===== src/rtl/nitta_to_spi_serializer_if.sv =====
// Bus between the NITTA output side, the serializer and the SPI slave transmitter.
// The master drives words and SPI requests; the slave (serializer) returns subframes and status.
interface nitta_to_spi_serializer_if #(
    parameter int DATA_WIDTH     = 32,
    parameter int SPI_DATA_WIDTH = 8
);
    logic                      from_nitta_valid;
    logic [DATA_WIDTH-1:0]     from_nitta;
    logic                      serializer_ready;
    logic                      spi_ready;
    logic [SPI_DATA_WIDTH-1:0] to_spi;
    logic                      frame_done;
    logic                      underrun;
    logic                      overflow;

    modport master (
        output from_nitta_valid, from_nitta, spi_ready,
        input  serializer_ready, to_spi, frame_done, underrun, overflow
    );

    modport slave (
        input  from_nitta_valid, from_nitta, spi_ready,
        output serializer_ready, to_spi, frame_done, underrun, overflow
    );
endinterface


===== src/rtl/nitta_to_spi_serializer.sv =====
// Word FIFO plus subframe slicer feeding the SPI slave transmitter, one subframe per spi_ready request.
// Optional macro NITTA_SPI_LSB_FIRST_EN: emit subframes least-significant first (default MSB first).
module nitta_to_spi_serializer #(
    parameter int DATA_WIDTH     = 32,
    parameter int ATTR_WIDTH     = 4,
    parameter int SPI_DATA_WIDTH = 8,
    parameter int FIFO_DEPTH     = 2,
    parameter logic [SPI_DATA_WIDTH-1:0] IDLE_SUBFRAME = {SPI_DATA_WIDTH{1'b1}}
) (
    input  logic clk,
    input  logic rst,
    nitta_to_spi_serializer_if.slave bus
);
    localparam int SUBFRAME_NUMBER = DATA_WIDTH / SPI_DATA_WIDTH;
    localparam int CNT_W           = $clog2(SUBFRAME_NUMBER) + 1;
    localparam int PTR_W           = $clog2(FIFO_DEPTH);
    localparam int OCC_W           = PTR_W + 1;
    localparam logic [CNT_W-1:0] LAST_CNT = CNT_W'(SUBFRAME_NUMBER - 1);
    localparam logic [OCC_W-1:0] FULL_OCC = OCC_W'(FIFO_DEPTH);

    generate
        if ((DATA_WIDTH % SPI_DATA_WIDTH) != 0 || FIFO_DEPTH < 2 ||
            (FIFO_DEPTH & (FIFO_DEPTH - 1)) != 0 || ATTR_WIDTH < 1) begin : g_bad_params
            $error("nitta_to_spi_serializer: illegal parameter combination");
        end
    endgenerate

    typedef enum logic [0:0] {S_IDLE = 1'b0, S_SHIFT = 1'b1} state_t;

    state_t                    state_q, state_d;
    logic [DATA_WIDTH-1:0]     mem_q [FIFO_DEPTH];
    logic [PTR_W-1:0]          wr_ptr_q, wr_ptr_d, rd_ptr_q, rd_ptr_d;
    logic [OCC_W-1:0]          occ_q, occ_d;
    logic [DATA_WIDTH-1:0]     sh_q, sh_d;
    logic [CNT_W-1:0]          cnt_q, cnt_d;
    logic                      armed_q, armed_d;
    logic [SPI_DATA_WIDTH-1:0] to_spi_q, to_spi_d;
    logic                      ready_q, ready_d;
    logic                      frame_done_q, frame_done_d;
    logic                      underrun_q, underrun_d;
    logic                      overflow_q, overflow_d;
    logic                      request_s, push_s, pop_s, empty_s, full_s;
    logic [DATA_WIDTH-1:0]     shifted_s;
    logic [SPI_DATA_WIDTH-1:0] sub_s;

    assign empty_s   = (occ_q == {OCC_W{1'b0}});
    assign full_s    = (occ_q == FULL_OCC);
    // A request needs spi_ready to have been seen low since the last one was taken.
    assign request_s = bus.spi_ready & armed_q;
    assign armed_d   = ~bus.spi_ready;

`ifdef NITTA_SPI_LSB_FIRST_EN
    assign shifted_s = sh_q >> SPI_DATA_WIDTH;
    assign sub_s     = sh_d[SPI_DATA_WIDTH-1:0];
`else
    assign shifted_s = sh_q << SPI_DATA_WIDTH;
    assign sub_s     = sh_d[DATA_WIDTH-1 -: SPI_DATA_WIDTH];
`endif

    // Serializer FSM, FIFO bookkeeping and next values of the registered outputs.
    always_comb begin
        state_d      = state_q;
        sh_d         = sh_q;
        cnt_d        = cnt_q;
        pop_s        = 1'b0;
        frame_done_d = 1'b0;
        underrun_d   = 1'b0;
        case (state_q)
            S_IDLE: begin
                underrun_d = request_s;
                if (!empty_s) begin
                    pop_s   = 1'b1;
                    sh_d    = mem_q[rd_ptr_q];
                    cnt_d   = {CNT_W{1'b0}};
                    state_d = S_SHIFT;
                end else begin
                    state_d = S_IDLE;
                end
            end
            S_SHIFT: begin
                if (request_s && (cnt_q != LAST_CNT)) begin
                    sh_d  = shifted_s;
                    cnt_d = cnt_q + CNT_W'(1'b1);
                end else if (request_s) begin
                    frame_done_d = 1'b1;
                    cnt_d        = {CNT_W{1'b0}};
                    if (!empty_s) begin
                        pop_s = 1'b1;
                        sh_d  = mem_q[rd_ptr_q];
                    end else begin
                        state_d = S_IDLE;
                    end
                end else begin
                    state_d = S_SHIFT;
                end
            end
            default: begin
                state_d = S_IDLE;
                cnt_d   = {CNT_W{1'b0}};
            end
        endcase

        // A pop on the same edge frees the slot, so a push into a full FIFO still lands.
        push_s     = bus.from_nitta_valid & (~full_s | pop_s);
        overflow_d = bus.from_nitta_valid & ~push_s;
        wr_ptr_d   = push_s ? (wr_ptr_q + PTR_W'(1'b1)) : wr_ptr_q;
        rd_ptr_d   = pop_s  ? (rd_ptr_q + PTR_W'(1'b1)) : rd_ptr_q;
        if (push_s && !pop_s) begin
            occ_d = occ_q + OCC_W'(1'b1);
        end else if (pop_s && !push_s) begin
            occ_d = occ_q - OCC_W'(1'b1);
        end else begin
            occ_d = occ_q;
        end
        ready_d  = (occ_d != FULL_OCC);
        to_spi_d = (state_d == S_SHIFT) ? sub_s : IDLE_SUBFRAME;
    end

    // State, FIFO storage and registered outputs.
    always_ff @(posedge clk or posedge rst) begin
        if (rst) begin
            for (int i = 0; i < FIFO_DEPTH; i++) begin
                mem_q[i] <= {DATA_WIDTH{1'b0}};
            end
            state_q      <= S_IDLE;
            wr_ptr_q     <= {PTR_W{1'b0}};
            rd_ptr_q     <= {PTR_W{1'b0}};
            occ_q        <= {OCC_W{1'b0}};
            sh_q         <= {DATA_WIDTH{1'b0}};
            cnt_q        <= {CNT_W{1'b0}};
            armed_q      <= 1'b0;
            to_spi_q     <= IDLE_SUBFRAME;
            ready_q      <= 1'b1;
            frame_done_q <= 1'b0;
            underrun_q   <= 1'b0;
            overflow_q   <= 1'b0;
        end else begin
            if (push_s) begin
                mem_q[wr_ptr_q] <= bus.from_nitta;
            end
            state_q      <= state_d;
            wr_ptr_q     <= wr_ptr_d;
            rd_ptr_q     <= rd_ptr_d;
            occ_q        <= occ_d;
            sh_q         <= sh_d;
            cnt_q        <= cnt_d;
            armed_q      <= armed_d;
            to_spi_q     <= to_spi_d;
            ready_q      <= ready_d;
            frame_done_q <= frame_done_d;
            underrun_q   <= underrun_d;
            overflow_q   <= overflow_d;
        end
    end

    assign bus.to_spi           = to_spi_q;
    assign bus.serializer_ready = ready_q;
    assign bus.frame_done       = frame_done_q;
    assign bus.underrun         = underrun_q;
    assign bus.overflow         = overflow_q;
endmodule


===== src/flat_wrapper.sv =====
// flat-port wrapper written by rule: the top's interface ports become plain ports
module nitta_to_spi_serializer_flat 
#(
    parameter int DATA_WIDTH     = 32,
    parameter int ATTR_WIDTH     = 4,
    parameter int SPI_DATA_WIDTH = 8,
    parameter int FIFO_DEPTH     = 2,
    parameter logic [SPI_DATA_WIDTH-1:0] IDLE_SUBFRAME = {SPI_DATA_WIDTH{1'b1}}
)
  (clk, rst, bus_from_nitta_valid, bus_from_nitta, bus_spi_ready, bus_serializer_ready, bus_to_spi, bus_frame_done, bus_underrun, bus_overflow);
  nitta_to_spi_serializer_if #(.DATA_WIDTH(DATA_WIDTH), .SPI_DATA_WIDTH(SPI_DATA_WIDTH)) bus_i ();
  input  logic clk;
  input  logic rst;
  input wire logic [$bits(bus_i.from_nitta_valid)-1:0] bus_from_nitta_valid;
  input wire logic [$bits(bus_i.from_nitta)-1:0] bus_from_nitta;
  input wire logic [$bits(bus_i.spi_ready)-1:0] bus_spi_ready;
  output wire logic [$bits(bus_i.serializer_ready)-1:0] bus_serializer_ready;
  output wire logic [$bits(bus_i.to_spi)-1:0] bus_to_spi;
  output wire logic [$bits(bus_i.frame_done)-1:0] bus_frame_done;
  output wire logic [$bits(bus_i.underrun)-1:0] bus_underrun;
  output wire logic [$bits(bus_i.overflow)-1:0] bus_overflow;
  assign bus_i.from_nitta_valid = bus_from_nitta_valid;
  assign bus_i.from_nitta = bus_from_nitta;
  assign bus_i.spi_ready = bus_spi_ready;
  assign bus_serializer_ready = bus_i.serializer_ready;
  assign bus_to_spi = bus_i.to_spi;
  assign bus_frame_done = bus_i.frame_done;
  assign bus_underrun = bus_i.underrun;
  assign bus_overflow = bus_i.overflow;
  nitta_to_spi_serializer #(.DATA_WIDTH(DATA_WIDTH), .ATTR_WIDTH(ATTR_WIDTH), .SPI_DATA_WIDTH(SPI_DATA_WIDTH), .FIFO_DEPTH(FIFO_DEPTH), .IDLE_SUBFRAME(IDLE_SUBFRAME)) u_core (.clk(clk), .rst(rst), .bus(bus_i));
endmodule

===== config.mk =====
export PLATFORM = sky130hd
export DESIGN_NAME = nitta_to_spi_serializer_flat
export DESIGN_NICKNAME = d
export VERILOG_FILES = /design/src/rtl/nitta_to_spi_serializer_if.sv /design/src/rtl/nitta_to_spi_serializer.sv /design/src/flat_wrapper.sv
export SDC_FILE = /design/constraint.sdc
export NUM_CORES = 1
export LEC_CHECK = 0
export CAP_MARGIN = 30
export CORE_MARGIN = 10
export CORE_UTILIZATION = 40
export CTS_CLUSTER_DIAMETER = 30
export DETAILED_ROUTE_END_ITERATION = 10
export GPL_TIMING_DRIVEN = 1
export HOLD_SLACK_MARGIN = 0.15
export PLACE_DENSITY = 0.62
export SETUP_SLACK_MARGIN = 0.15
export SYNTH_ARGS = -nofsm -noshare
export SYNTH_HDL_FRONTEND = slang
export SYNTH_SLANG_ARGS = --single-unit

===== constraint.sdc =====
create_clock -name clk -period 3.11 [get_ports clk]
set_input_delay 0.311 -clock clk [delete_from_list [all_inputs] [get_ports clk]]
set_output_delay 0.311 -clock clk [all_outputs]
set_load 0.05 [all_outputs]

==> impl_metrics.csv <==
group,metric,value,unit
floorplan,io-pin-count,48,
setup_path,critPathKind,"flip-flop to flip-flop",
clock_tree,cts_buffer_depth,2,
sta,finalHoldViolCount,0,
final_layout,insertedDiodeCount,0,
synth,syn_area_per_cell,13.8,um2
floorplan,die_area,17800,um2
route,wl,10700,um
sta,skew,0.00773,ns
global_route,grt_start_max_net_pins,45,
sta,fin_hold_ws,0.413,ns
clock_tree,clock_latency,0.41,ns
setup_path,r2r_cells,7,
floorplan,die_y,133,um
hold_path,hp-class,"primary input to async pin",
setup_path,cp_cell_sequence,"inv_1 > ha_1 > and4b_1 > o21ai_4 > nand2b_2 > buf_4 > mux2_2",
place,io_buffers,47,
power_and_ir_drop,powerDensity,1080,nW/um2
route,drt-vias-per-instance,5.10,
clock_tree,cts_max_level,4,
global_route,grt_pass1_vias,3345,
synth,synthDistinctLibCells,39,
setup_path,r2r-start,"u_core.occ_q[0]$_DFF_PP0_",
synth,synthCells,372,
global_route,antenna_found_initial,0,
synth,synth_nets,412,
clock_tree,cts_sinks,117,
synth,async_reset_ff_frac,1.00,
final_layout,utilization,0.512,
sta,clock.fmax,0.383,GHz
setup_path,crit_slowest_cell,"ha_1",
sta,drv_slew,0,
route,drc,0,
place,dpl.hpwl,7230,um
place,dp.cells,580,
final_layout,seqCellArea,2940,um2
floorplan,start_util,0.408,
sta,fin_crit_sh,0.840,
sta,final.min_clock_period,2.61,ns
synth,synth.yosys.seq_area_share,0.571,
sta,report.final.setup_viol,0,
setup_path,critPathLaunchType,"flip-flop",
route,antenna_left,0,
floorplan,fp.coreArea,12600,um2
floorplan,dieWidth,133,um
final_layout,instances_no_fill,612,
route,drt_iter0_markers,242,
final_layout,nFillCells,1107,
clock_tree,tritoncts,"built",
setup_path,critPathArrivalTime,2.91,ns
flow_run,maxCapViolCount,0,
floorplan,core.rowCount,41,
clock_tree,cts_setup_buffers,0,
setup_path,crit_path_end_kind,"flip-flop",
clock_tree,path_clk_slew,0.06,ns
setup_path,required,3.40,ns
power_and_ir_drop,power,6.97,mW
synth,yosys_register_bits,117,
global_route,grt_pass1_wl,18200,um
place,gp_congestion,0.786,
synth,yosysWarnings,0,
final_layout,multi_input_area,2010,um2
sta,rsz0062_at_grt,"no",
final_layout,final_nets,467,
final_layout,area_delta_synth_final,25.6,%
route,routedWlPerCell,17.5,um
sta,slew_headroom,0.437,
setup_path,worstPathMaxFanout,20,
global_route,grt_use_total,0.127,
route,drt_first_pass_iters,4,
synth,synth_edf_count,0,
status,status,"completed",
global_route,grt_overflow,0,
power_and_ir_drop,ir_worst_vdd,0.467,mV
setup_path,r2r_end,"u_core.mem_q[61]$_DFFE_PP0P_",
sta,tightest_slew,0.843,ns
route,num_vias,3119,
clock_tree,cts-root-buf,"clkbuf_16",
clock_tree,cts_buffers,17,
synth,syn_area,5140,um2
setup_path,rrSetupSlack,0.50,ns
clock_tree,post_cts_resized,0,
final_layout,drive_gt1_frac,0.298,
sta,finalSetupTns,0,ns
setup_path,critPathMaxStageDelay,0.47,ns
synth,synth_ff_type,"dfrtp_1",
power_and_ir_drop,power.leakage,2.94,nW
clock_tree,cts.hold.buffers_added,0,
[worst max-delay path by stage]
stage / startpoint / to / slack [ns] / cells after the start
after floorplan: u_core.cnt_q[0]$_DFFE_PP0P_ / u_core.mem_q[41]$_DFFE_PP0P_ / 1.02 / 9
after global placement: u_core.occ_q[0]$_DFF_PP0_ / u_core.mem_q[63]$_DFFE_PP0P_ / 0.61 / 7
after detailed placement: u_core.occ_q[0]$_DFF_PP0_ / u_core.mem_q[61]$_DFFE_PP0P_ / 0.54 / 7
after CTS: u_core.occ_q[0]$_DFF_PP0_ / u_core.mem_q[61]$_DFFE_PP0P_ / 0.52 / 7
after global routing: u_core.occ_q[0]$_DFF_PP0_ / u_core.mem_q[61]$_DFFE_PP0P_ / 0.32 / 7
final: u_core.occ_q[0]$_DFF_PP0_ / u_core.mem_q[61]$_DFFE_PP0P_ / 0.50 / 7
[per-stage QoR]
step | setup slack, ns | area (um2)
after floorplan | 1.02 | 5150
after global placement | 0.609 | 5810
after detailed placement | 0.537 | 5810
after CTS | 0.517 | 6460
after global routing | 0.320 | 6460
final | 0.497 | 6460
[cell usage after synthesis, types with 2 or more instances]
| cell type | n | share of area |
|---|---|---|
| o2bb2ai_1 | 8 | 0.014 |
| dfrtp_1 | 108 | 0.53 |
| buf_4 | 2 | 0.0029 |
| xnor2_1 | 2 | 0.0034 |
| mux2_2 | 43 | 0.094 |
| clkbuf_1 | 4 | 0.0029 |
| ha_1 | 4 | 0.0097 |
| a22o_1 | 2 | 0.0034 |
| o22ai_1 | 7 | 0.0085 |
| mux2i_1 | 27 | 0.053 |
| mux2_4 | 29 | 0.085 |
| buf_2 | 15 | 0.015 |
| o21ai_1 | 2 | 0.0019 |
| dfstp_2 | 9 | 0.046 |
| nand2b_1 | 8 | 0.0097 |
| nor3_1 | 3 | 0.0029 |
| a21oi_1 | 2 | 0.0019 |
| nand2_1 | 21 | 0.015 |
| a221o_1 | 23 | 0.045 |
| nor2_1 | 21 | 0.015 |
| inv_1 | 10 | 0.0073 |
| and2_1 | 2 | 0.0024 |
| buf_8 | 3 | 0.0088 |
| nand3_1 | 2 | 0.0019 |
[final cells by class]
type                            count  share of cell area
Clock buffer                       20              0.0707
Clock inverter                     12              0.0312
Inverter                           10             0.00639
Multi-Input combinational cell    220               0.311
Sequential cell                   117               0.455
Tap cell                          172              0.0333
Timing Repair Buffer               61              0.0929
[flip-flops by register name, summed over array words and instances, names as in the netlist]
signal                       cells
u_core.armed_q                   1
u_core.occ_q                     2
u_core.bus.to_spi                8
u_core.cnt_q                     3
u_core.state_q                   1
u_core.mem_q                    64
u_core.bus.frame_done            1
u_core.bus.underrun              1
u_core.wr_ptr_q                  1
u_core.bus.serializer_ready      1
u_core.bus.overflow              1
u_core.rd_ptr_q                  1
u_core.sh_q                     32
[report_power, final]
| part | internal (mW) | switching, mW | total, mW |
|---|---|---|---|
| combinational | 1.22 | 0.982 | 2.20 |
| clock | 1.46 | 0.701 | 2.17 |
| sequential | 2.21 | 0.394 | 2.60 |
| total | 4.89 | 2.08 | 6.97 |
[metal layers]
| metal | wire, um | vias up | track usage | share of wire |
|---|---|---|---|---|
| met5 | 0 | - | 0 | 0 |
| met4 | 75 | 0 | 0.0508 | 0.0070 |
| met3 | 456 | 7 | 0.0395 | 0.043 |
| met2 | 5050 | 61 | 0.188 | 0.47 |
| met1 | 5140 | 1597 | 0.170 | 0.48 |
| li1 | - | 1454 | - | - |
[cell usage in the layout, fill, tap and decap left out, drive strengths merged]
| master | n |
|---|---|
| a21o | 1 |
| dfrtp | 108 |
| a32o | 1 |
| and4b | 1 |
| nand2 | 21 |
| mux2i | 27 |
| a21oi | 2 |
| o41ai | 1 |
| nand3 | 2 |
| nand3b | 1 |
| and3 | 1 |
| nor2b | 1 |
| mux2 | 73 |
| a22o | 2 |
| inv | 9 |
| nor3 | 3 |
| clkbuf | 20 |
| clkdlybuf4s50 | 47 |
| o2bb2ai | 8 |
| ha | 4 |
| clkinv | 5 |
| xnor2 | 2 |
| buf | 14 |
| clkinvlp | 3 |
| nor2 | 23 |
| o21ai | 4 |
| o22ai | 7 |
| a221o | 23 |
| dfstp | 9 |
| and2 | 2 |
| bufinv | 5 |
| o21bai | 1 |
| o32ai | 1 |
| nand2b | 8 |
[critical path, delay by kind of cell (launching register included)]
kind | cells | cell delay, ns
adders and majority gates | 1 | 0.47
AOI/OAI and AO/OA | 1 | 0.21
DFF | 1 | 0.39
muxes | 1 | 0.39
and+or+nand+nor | 2 | 0.52
buffers and inverters | 2 | 0.51
[logic make-up after synthesis]
| logic type | after synthesis | share of synthesized area |
|---|---|---|
| AO/OA/AOI/OAI | 51 | 0.0866 |
| XOR/XNOR | 2 | 0.00341 |
| adder cells (fa/ha/maj) | 4 | 0.00973 |
| buffers and inverters | 35 | 0.0387 |
| flip-flops | 117 | 0.571 |
| multiplexers | 100 | 0.233 |
| AND/OR/NAND/NOR | 63 | 0.0569 |
No activity file was read; power rests on OpenSTA's default activity.
